==> src/rtl/rx_stream_packer.sv <==
// Drains NUM_CH sample FIFOs (one channel or round-robin) into an MSB-first
// byte stream with valid/ready, prefixing every FRAME_SAMPLES samples with SYNC_BYTE.
module rx_stream_packer #(
  parameter int          NUM_CH        = 2,
  parameter int          SAMPLE_W      = 32,
  parameter int          FRAME_SAMPLES = 256,
  parameter logic [7:0]  SYNC_BYTE     = 8'hA5
) (
  input  logic                         i_sys_clk,
  input  logic                         i_rst_b,
  input  logic                         i_enable,
  input  logic [NUM_CH-1:0]            i_ch_en,
  input  logic [NUM_CH-1:0]            i_fifo_empty,
  input  logic [NUM_CH-1:0]            i_fifo_full,
  input  logic [NUM_CH*SAMPLE_W-1:0]   i_fifo_data,
  output logic [NUM_CH-1:0]            o_fifo_pull,
  output logic [7:0]                   o_byte,
  output logic                         o_valid,
  input  logic                         i_ready,
  output logic                         o_busy,
  output logic                         o_overrun
);

  localparam int CH_W   = (NUM_CH > 1) ? $clog2(NUM_CH) : 1;
  localparam int NBYTES = SAMPLE_W / 8;
  localparam int BI_W   = (NBYTES > 1) ? $clog2(NBYTES) : 1;
  localparam int CNT_W  = $clog2(FRAME_SAMPLES + 1);

  typedef enum logic [2:0] {
    ST_IDLE,
    ST_HEADER,
    ST_PULL,
    ST_WAIT,
    ST_SHIFT
  } state_t;

  state_t               state_reg, state_next;
  logic [NUM_CH-1:0]    ch_mask_reg, ch_mask_next;
  logic [CH_W-1:0]      ch_ptr_reg, ch_ptr_next;
  logic [CNT_W-1:0]     sample_cnt_reg, sample_cnt_next;
  logic [BI_W-1:0]      byte_idx_reg, byte_idx_next;
  logic [SAMPLE_W-1:0]  shift_reg, shift_next;
  logic [7:0]           byte_reg, byte_next;
  logic                 valid_reg, valid_next;
  logic                 overrun_reg, overrun_next;
  logic                 pull_fire;
  logic                 accept;
  logic                 last_byte;
  logic                 frame_done;
  logic [SAMPLE_W-1:0]  ch_data [NUM_CH];
  logic [SAMPLE_W-1:0]  sel_data;

  function automatic logic [CH_W-1:0] lowest_set(input logic [NUM_CH-1:0] mask);
    lowest_set = '0;
    for (int i = NUM_CH - 1; i >= 0; i--) begin
      if (mask[i]) lowest_set = CH_W'(i);
    end
  endfunction

  // Scans downward from the farthest offset so the nearest set bit above ptr
  // wins; offset NUM_CH lands back on ptr itself for a one-hot mask.
  function automatic logic [CH_W-1:0] next_set(input logic [NUM_CH-1:0] mask,
                                               input logic [CH_W-1:0]   ptr);
    next_set = ptr;
    for (int k = NUM_CH; k >= 1; k--) begin
      int idx;
      idx = (int'(ptr) + k) % NUM_CH;
      if (mask[idx]) next_set = CH_W'(idx);
    end
  endfunction

  genvar gi;
  generate
    for (gi = 0; gi < NUM_CH; gi++) begin : g_ch
      assign ch_data[gi]     = i_fifo_data[gi*SAMPLE_W +: SAMPLE_W];
      assign o_fifo_pull[gi] = pull_fire && i_rst_b && (ch_ptr_reg == CH_W'(gi));
    end
  endgenerate

  assign sel_data   = ch_data[ch_ptr_reg];
  assign accept     = valid_reg && i_ready;
  assign last_byte  = (byte_idx_reg == BI_W'(NBYTES - 1));
  assign frame_done = ((sample_cnt_reg + CNT_W'(1)) == CNT_W'(FRAME_SAMPLES));

  always_comb begin
    state_next      = state_reg;
    ch_mask_next    = ch_mask_reg;
    ch_ptr_next     = ch_ptr_reg;
    sample_cnt_next = sample_cnt_reg;
    byte_idx_next   = byte_idx_reg;
    shift_next      = shift_reg;
    byte_next       = byte_reg;
    valid_next      = valid_reg;
    pull_fire       = 1'b0;
    overrun_next    = overrun_reg ||
                      ((state_reg != ST_IDLE) && (|(i_fifo_full & ch_mask_reg)));

    case (state_reg)
      ST_IDLE: begin
        if (i_enable && (|i_ch_en)) begin
          ch_mask_next    = i_ch_en;
          ch_ptr_next     = lowest_set(i_ch_en);
          sample_cnt_next = '0;
          overrun_next    = 1'b0;
          valid_next      = 1'b1;
          byte_next       = SYNC_BYTE;
          state_next      = ST_HEADER;
        end
      end

      ST_HEADER: begin
        if (accept) begin
          valid_next = 1'b0;
          state_next = ST_PULL;
        end
      end

      // Stalls on the selected channel only; skipping would break the
      // deterministic interleave order the host relies on.
      ST_PULL: begin
        if (!i_fifo_empty[ch_ptr_reg]) begin
          pull_fire  = 1'b1;
          state_next = ST_WAIT;
        end
      end

      ST_WAIT: begin
        byte_next     = sel_data[SAMPLE_W-1 -: 8];
        shift_next    = sel_data << 8;
        byte_idx_next = '0;
        valid_next    = 1'b1;
        state_next    = ST_SHIFT;
      end

      ST_SHIFT: begin
        if (accept) begin
          if (last_byte) begin
            valid_next  = 1'b0;
            ch_ptr_next = next_set(ch_mask_reg, ch_ptr_reg);
            if (frame_done) begin
              sample_cnt_next = '0;
              ch_mask_next    = i_ch_en;
              if (!i_enable || (i_ch_en == '0)) begin
                state_next = ST_IDLE;
              end else begin
                ch_ptr_next = lowest_set(i_ch_en);
                valid_next  = 1'b1;
                byte_next   = SYNC_BYTE;
                state_next  = ST_HEADER;
              end
            end else begin
              sample_cnt_next = sample_cnt_reg + CNT_W'(1);
              state_next      = i_enable ? ST_PULL : ST_IDLE;
            end
          end else begin
            byte_idx_next = byte_idx_reg + BI_W'(1);
            byte_next     = shift_reg[SAMPLE_W-1 -: 8];
            shift_next    = shift_reg << 8;
          end
        end
      end

      default: begin
        valid_next = 1'b0;
        state_next = ST_IDLE;
      end
    endcase
  end

  always_ff @(posedge i_sys_clk) begin
    if (!i_rst_b) begin
      state_reg      <= ST_IDLE;
      ch_mask_reg    <= '0;
      ch_ptr_reg     <= '0;
      sample_cnt_reg <= '0;
      byte_idx_reg   <= '0;
      shift_reg      <= '0;
      byte_reg       <= '0;
      valid_reg      <= 1'b0;
      overrun_reg    <= 1'b0;
    end else begin
      state_reg      <= state_next;
      ch_mask_reg    <= ch_mask_next;
      ch_ptr_reg     <= ch_ptr_next;
      sample_cnt_reg <= sample_cnt_next;
      byte_idx_reg   <= byte_idx_next;
      shift_reg      <= shift_next;
      byte_reg       <= byte_next;
      valid_reg      <= valid_next;
      overrun_reg    <= overrun_next;
    end
  end

  assign o_byte    = byte_reg;
  assign o_valid   = valid_reg;
  assign o_busy    = (state_reg != ST_IDLE);
  assign o_overrun = overrun_reg;

endmodule

==> config.mk <==
export PLATFORM = sky130hd
export DESIGN_NAME = rx_stream_packer
export DESIGN_NICKNAME = d
export VERILOG_FILES = /design/src/rtl/rx_stream_packer.sv
export SDC_FILE = /design/constraint.sdc
export NUM_CORES = 1
export LEC_CHECK = 0
export BUFFER_PORTS_ARGS = -buffer_cell sky130_fd_sc_hd__buf_2
export CELL_PAD_IN_SITES_DETAIL_PLACEMENT = 1
export CELL_PAD_IN_SITES_GLOBAL_PLACEMENT = 2
export CORE_ASPECT_RATIO = 0.5
export CORE_UTILIZATION = 27
export CTS_CLUSTER_DIAMETER = 50
export DETAILED_ROUTE_END_ITERATION = 10
export PLACE_DENSITY_LB_ADDON = 0.1
export SLEW_MARGIN = 10
export SYNTH_ARGS = -nofsm -noshare
export SYNTH_HDL_FRONTEND = slang
export SYNTH_SLANG_ARGS = --single-unit
==> constraint.sdc <==
create_clock -name i_sys_clk -period 2.23 [get_ports i_sys_clk]
set_clock_uncertainty 0.2 [all_clocks]
set_input_delay 0.5575 -clock i_sys_clk [delete_from_list [all_inputs] [get_ports i_sys_clk]]
set_output_delay 0.5575 -clock i_sys_clk [all_outputs]
set_load 0.01 [all_outputs]
==> results of run 1 <==
[final cells by class]
| cell class | instances | area, um2 |
|---|---|---|
| inverters | 4 | 15.0 |
| repair buffers | 118 | 728 |
| clock inverters | 2 | 13.8 |
| flip-flops and latches | 51 | 1030 |
| fillers | 1258 | 6520 |
| well taps | 140 | 175 |
| clock buffers | 5 | 125 |
| multi-input cells | 284 | 1900 |
[power groups by stage]
| stage | Sequential [mW] | Clock [mW] | Combinational (mW) |
|---|---|---|---|
| floorplan | 1.10 | 0 | 0.721 |
| global placement | 1.10 | 0 | 1.12 |
| detailed placement | 1.11 | 0 | 1.17 |
| CTS | 1.08 | 0.792 | 1.17 |
| global route | 1.10 | 0.837 | 1.33 |
| finish | 1.08 | 0.763 | 1.22 |
[cells by family after synthesis]
family,after synthesis
simple gates,139
compound gates,99
flops,51
mux,41
buf+inv,31
xor+xnor,3
fa+ha+maj,2
[what timing repair did]
item | CTS | global route
hold buffers | 0 | 0
buffers inserted | 0 | 4
setup endpoints to repair | 5 | 24
pin swaps | 0 | 3
resized for setup | 2 | 14
[metrics by stage]
stage | hold slack [ps] | std cells | setup slack, ps
3_3_place_gp | 244 | 593 | 24.3
6_report | 268 | 604 | 20.5
4_1_cts | 275 | 600 | -1.80
3_5_place_dp | 265 | 593 | -118
2_1_floorplan | 249 | 366 | 2.71
5_1_grt | 296 | 604 | -87.8
[path summary, 6_finish.rpt]
kind / to / depth (start not counted) / slack [ps] / from
setup reg to reg: o_byte[5]$_SDFFE_PN0P_ / 8 / 20 / sample_cnt_reg[0]$_SDFFE_PN0P_
setup / recovery: o_byte[5]$_SDFFE_PN0P_ / 8 / 20 / sample_cnt_reg[0]$_SDFFE_PN0P_
hold reg to reg: o_byte[2]$_SDFFE_PN0P_ / 2 / 270 / o_byte[2]$_SDFFE_PN0P_
hold / removal: o_byte[2]$_SDFFE_PN0P_ / 2 / 270 / o_byte[2]$_SDFFE_PN0P_
[Yosys cell counts (2+ instances only)]
library cell / instances / area share
buf_2: 11 / 0.018
a21boi_0: 6 / 0.015
nand4b_1: 2 / 0.0058
xnor2_1: 2 / 0.0058
a31oi_1: 2 / 0.0042
nand4_1: 3 / 0.0062
mux2_2: 5 / 0.019
clkbuf_1: 13 / 0.016
and3_1: 4 / 0.0083
ha_1: 2 / 0.0083
nand3_1: 7 / 0.012
a21oi_1: 31 / 0.052
nor2_1: 31 / 0.039
dfxtp_1: 51 / 0.34
mux2i_1: 36 / 0.12
o21ai_1: 2 / 0.0033
a211oi_1: 16 / 0.040
o221ai_1: 5 / 0.015
or3_1: 6 / 0.012
and2_1: 6 / 0.012
a2111oi_0: 2 / 0.0058
a31o_1: 2 / 0.0058
a21o_1: 6 / 0.015
inv_1: 4 / 0.0050
nand2_1: 38 / 0.047
o21ai_0: 14 / 0.023
nand3b_1: 3 / 0.0075
nand2b_1: 2 / 0.0042
nor2b_1: 26 / 0.054
buf_1: 2 / 0.0025
o21a_1: 2 / 0.0050
o22ai_1: 2 / 0.0042
nor3_1: 5 / 0.0083
[worst max-delay path: cells and delay by family, from the launching register on]
family	cells	cell delay [ps]
AOI/OAI and AO/OA	4	820
muxes	1	120
DFF	1	370
and+or+nand+nor	1	270
buffers and inverters	2	320
[metal layers]
metal,wire length [um],vias to the layer above,global-route usage
li1,-,1514,-
met1,4650,1388,0.218
met5,0,-,0
met3,288,6,0.0389
met2,4150,49,0.265
met4,54,0,0.0300
==> run summary, run 1 <==
register area share after synthesis: 0.339
detailed-placement wirelength estimate: 6570 um
Max Slew Vio Count: 0
clock tree buffer depth: 2
number of DRC markers in iteration 0: 101
Leakage: 1.62 nW
Synth Area in Compound Gates: 0.222
Final Wtd Congestion: 0.815
delay of the slowest critical-path stage: 370 ps
DRT antenna net count: 0
layout cell share with drive strength beyond 1: 0.313
WL/cell: 15.1 um
Gate power share: 0.397
endpoints failing hold: 0
Die X: 151 um
Peak Freq: 453 MHz
initial core utilization: 0.286
layout net count: 540
PortBufs: 86
post-synthesis adder-cell area fraction: 0.00832
internal power: 2.00 mW
GRT overflow: 0
final instance area: 0.00398 mm2
startpoint class of the critical path: register
Cell Chain, Critical Path: a2111oi_4 -> a31oi_1 -> nand3b_1 -> o31ai_4 -> buf_6 -> o21ai_4 -> buf_12 -> mux2i_1
Syn Nets: 442
Cells after Synth: 366
Post-Syn Area per Cell: 8.22 um2
Die ar.: 0.0116 mm2
root buf cell: clkbuf_16
via count of the first global-routing pass: 3012
Net Sw Frac: 0.348
async set-reset flop share out of synthesis: 0
status: finished, final reports clean
max-cap viol count: 0
power per cell area: 769 mW/mm2
normalized max-slew margin: 0.732
drt total wl: 9140 um
CP Max Fanout: 8
Yosys reg bits: 51
area grow syn2layout: 32.4%
unrepaired setup endpoints after global routing: true
Yosys cell types: 50
clock latency on the worst-skew pair: 290 ps
Largest register FFs: 24
Diodes inserted: 0
ys flop type: dfxtp_1
fin crit share: 0.991
first-pass GRT wire length: 14900 um
register share of total power: 0.354
Synthesis Warnings: 0
final setup fails: 0
Setup Crit Path Kind: reg -> reg
Die Height: 76.6 um
Worst VDD drop: 0.237 mV
WP data arrival: 2180 ps
standard-cell rows: 26
CP Data Required Time: 2200 ps
core area: 0.0105 mm2
CP max stage cell: dfxtp_4
fin util: 0.379
cell area after synthesis: 0.00301 mm2
# DRC: 0
commonest non-fill, non-tap cell in the layout: buf_2
Tightest Pin Transition: 398 ps
vias: 2957
antenna violations before repair: 0
most frequent cells in the layout: buf_2 (86), dfxtp_1 (46), nand2_1 (38), mux2i_1 (36)
number of flops mapped to enable cells by yosys: 0
XOR/XNOR share of the synthesized area: 0.00874
Fin Setup TNS: 0 ps
power share of the clock group: 0.249
largest family of logic cells by synthesized area: simple AND/OR/NAND/NOR gates
CTS buffer count: 5
Via density: 4.90
drt first pass iters: 4
TritonCTS clock tree: done
worst hold path type: reg -> reg
Critical Path End Type: register
# IOs: 87
area post-placement: 0.00375 mm2
Total GRT Usage: 0.163
# H-tree levels: 2
switching power: 1.07 mW
largest net degree at the start of global routing: 67
minimum clock period: 2210 ps
CTS sink count: 51
clock slew seen by the registers of the worst setup and hold paths: 70 ps
Final Power: 3.06 mW
mux cell area share after synthesis: 0.139
simple-gate share of the synthesized area: 0.237
(Power assumes the default switching activity.)
==> inputs of run 2 (changes only) <==
Clock period 2.23 ns to 2 ns, I/O delays scaled along.
==> run summary, run 2 (synthesis gave the netlist of run 1 again) <==
status: complete, but fails checks
vias: 3118
via count of the first global-routing pass: 3214
antenna violations before repair: 0
Tightest Pin Transition: 424 ps
worst hold path type: reg -> reg
clock tree buffer depth: 2
Final Wtd Congestion: 0.775
Leakage: 1.83 nW
delay of the slowest critical-path stage: 360 ps
clock latency on the worst-skew pair: 300 ps
endpoints failing hold: 0
DRT antenna net count: 0
# DRC: 0
largest net degree at the start of global routing: 67
most frequent cells in the layout: buf_2 (85), buf_4 (48), dfxtp_1 (41), nand2_1 (38), mux2i_1 (36)
normalized max-slew margin: 0.716
minimum clock period: 2110 ps
PortBufs: 86
CP Max Fanout: 7
layout cell share with drive strength beyond 1: 0.413
commonest non-fill, non-tap cell in the layout: buf_2
CTS buffer count: 5
WP data arrival: 2130 ps
CTS sink count: 51
GRT overflow: 0
DR WL met2: 4890 um
Fill cells: 1276
Cell Chain, Critical Path: buf_6 -> and3_4 -> xnor2_2 -> a21oi_2 -> o31ai_4 -> buf_6 -> buf_8 -> or3_4 -> a21boi_2
fin crit share: 1.05
Largest register FFs: 24
routed wl met3: 263 um
core area: 0.0105 mm2
# H-tree levels: 2
WHS: 265 ps
detailed-placement wirelength estimate: 6790 um
unrepaired setup endpoints after global routing: true
max-cap viol count: 0
layout net count: 569
standard-cell rows: 26
Max Slew Vio Count: 0
failing checks: setup timing
CP Data Required Time: 2020 ps
first-pass GRT wire length: 15600 um
Diodes inserted: 0
TritonCTS clock tree: done
drt first pass iters: 4
critical path's most frequent cell: buf_6
power per cell area: 861 mW/mm2
Die Height: 76.6 um
Via density: 4.92
CTS hold repair buffers: 0
Worst VDD drop: 0.394 mV
met1 WL: 4810 um
DR top layer: met4
worst slack, placed: -283 ps
Critical Path End Type: register
Die ar.: 0.0116 mm2
Die X: 151 um
Peak Freq: 475 MHz
WL/cell: 15.8 um
clock slew seen by the registers of the worst setup and hold paths: 70 ps
# IOs: 87
startpoint class of the critical path: register
CP max stage cell: dfxtp_4
initial core utilization: 0.286
final setup fails: 18
number of DRC markers in iteration 0: 124
Setup WS post-layout: -106 ps
Setup Crit Path Kind: reg -> reg
drt total wl: 10000 um
Total GRT Usage: 0.170
area grow syn2layout: 47.6%
root buf cell: clkbuf_16
run 2: cell count changes in the layout (fill, tap and decap cells not counted), moves of 3 or more:
cell     delta
buf_6       +5
dfxtp_4     +5
and3_4      +3
a21oi_2     +4
dfxtp_1     -5
a21oi_1     -4
and3_1      -3
buf_4      +22
o21ai_2     +3
run 2: path summary, 6_finish.rpt:
check / startpoint / endpoint / slack, ps / depth (start not counted)
min reg2reg: o_byte[0]$_SDFFE_PN0P_ / o_byte[0]$_SDFFE_PN0P_ / 270 / 2
max reg2reg: sample_cnt_reg[1]$_SDFFE_PN0P_ / sample_cnt_reg[0]$_SDFFE_PN0P_ / -110 / 9
min: o_byte[0]$_SDFFE_PN0P_ / o_byte[0]$_SDFFE_PN0P_ / 270 / 2
max: sample_cnt_reg[1]$_SDFFE_PN0P_ / sample_cnt_reg[0]$_SDFFE_PN0P_ / -110 / 9
run 2: final cells by class:
cell class | instances | area, um2 | area share
inverters | 4 | 15.0 | 0.00338
multi-input cells | 284 | 2030 | 0.457
repair buffers | 147 | 1010 | 0.227
well taps | 140 | 175 | 0.0395
clock inverters | 1 | 7.51 | 0.00169
flip-flops and latches | 51 | 1050 | 0.236
clock buffers | 7 | 153 | 0.0344
run 2: worst max-delay path: cells and delay by family, from the launching register on:
kind / cells / cell delay, ps
flops: 1 / 360
buf+inv: 3 / 390
simple gates: 2 / 510
compound gates: 3 / 440
xor+xnor: 1 / 130
run 2: per-layer routing:
| metal | global-route usage | vias up |
|---|---|---|
| li1 | - | 1572 |
| met1 | 0.222 | 1489 |
| met2 | 0.289 | 48 |
| met3 | 0.0353 | 9 |
| met4 | 0.0320 | 0 |
| met5 | 0 | - |
run 2: power breakdown:
| group | total, mW | leakage [nW] | switching (mW) | internal, mW |
|---|---|---|---|---|
| logic | 1.65 | 1.33 | 0.790 | 0.860 |
| registers | 1.24 | 0.420 | 0.100 | 1.14 |
| clock network | 0.931 | 0.0761 | 0.398 | 0.533 |
run 2: what timing repair did:
item | in CTS | in global routing
pin swaps | 12 | 8
endpoints found under the setup margin | 25 | 35
cloned | 0 | 2
gates resized for setup | 38 | 21
setup buffers | 14 | 3
run 2: stage by stage:
step	util	total power [mW]	instance area, um2	std cells	TNS, ps
3_5_place_dp	0.370	2.63	3890	608	-4240
4_1_cts	0.405	3.72	4260	629	-1390
2_1_floorplan	-	2.05	3020	366	-7.61
5_1_grt	0.422	4.06	4440	634	-4000
3_3_place_gp	0.370	2.58	3890	608	-2490
6_report	0.422	3.82	4440	634	-923
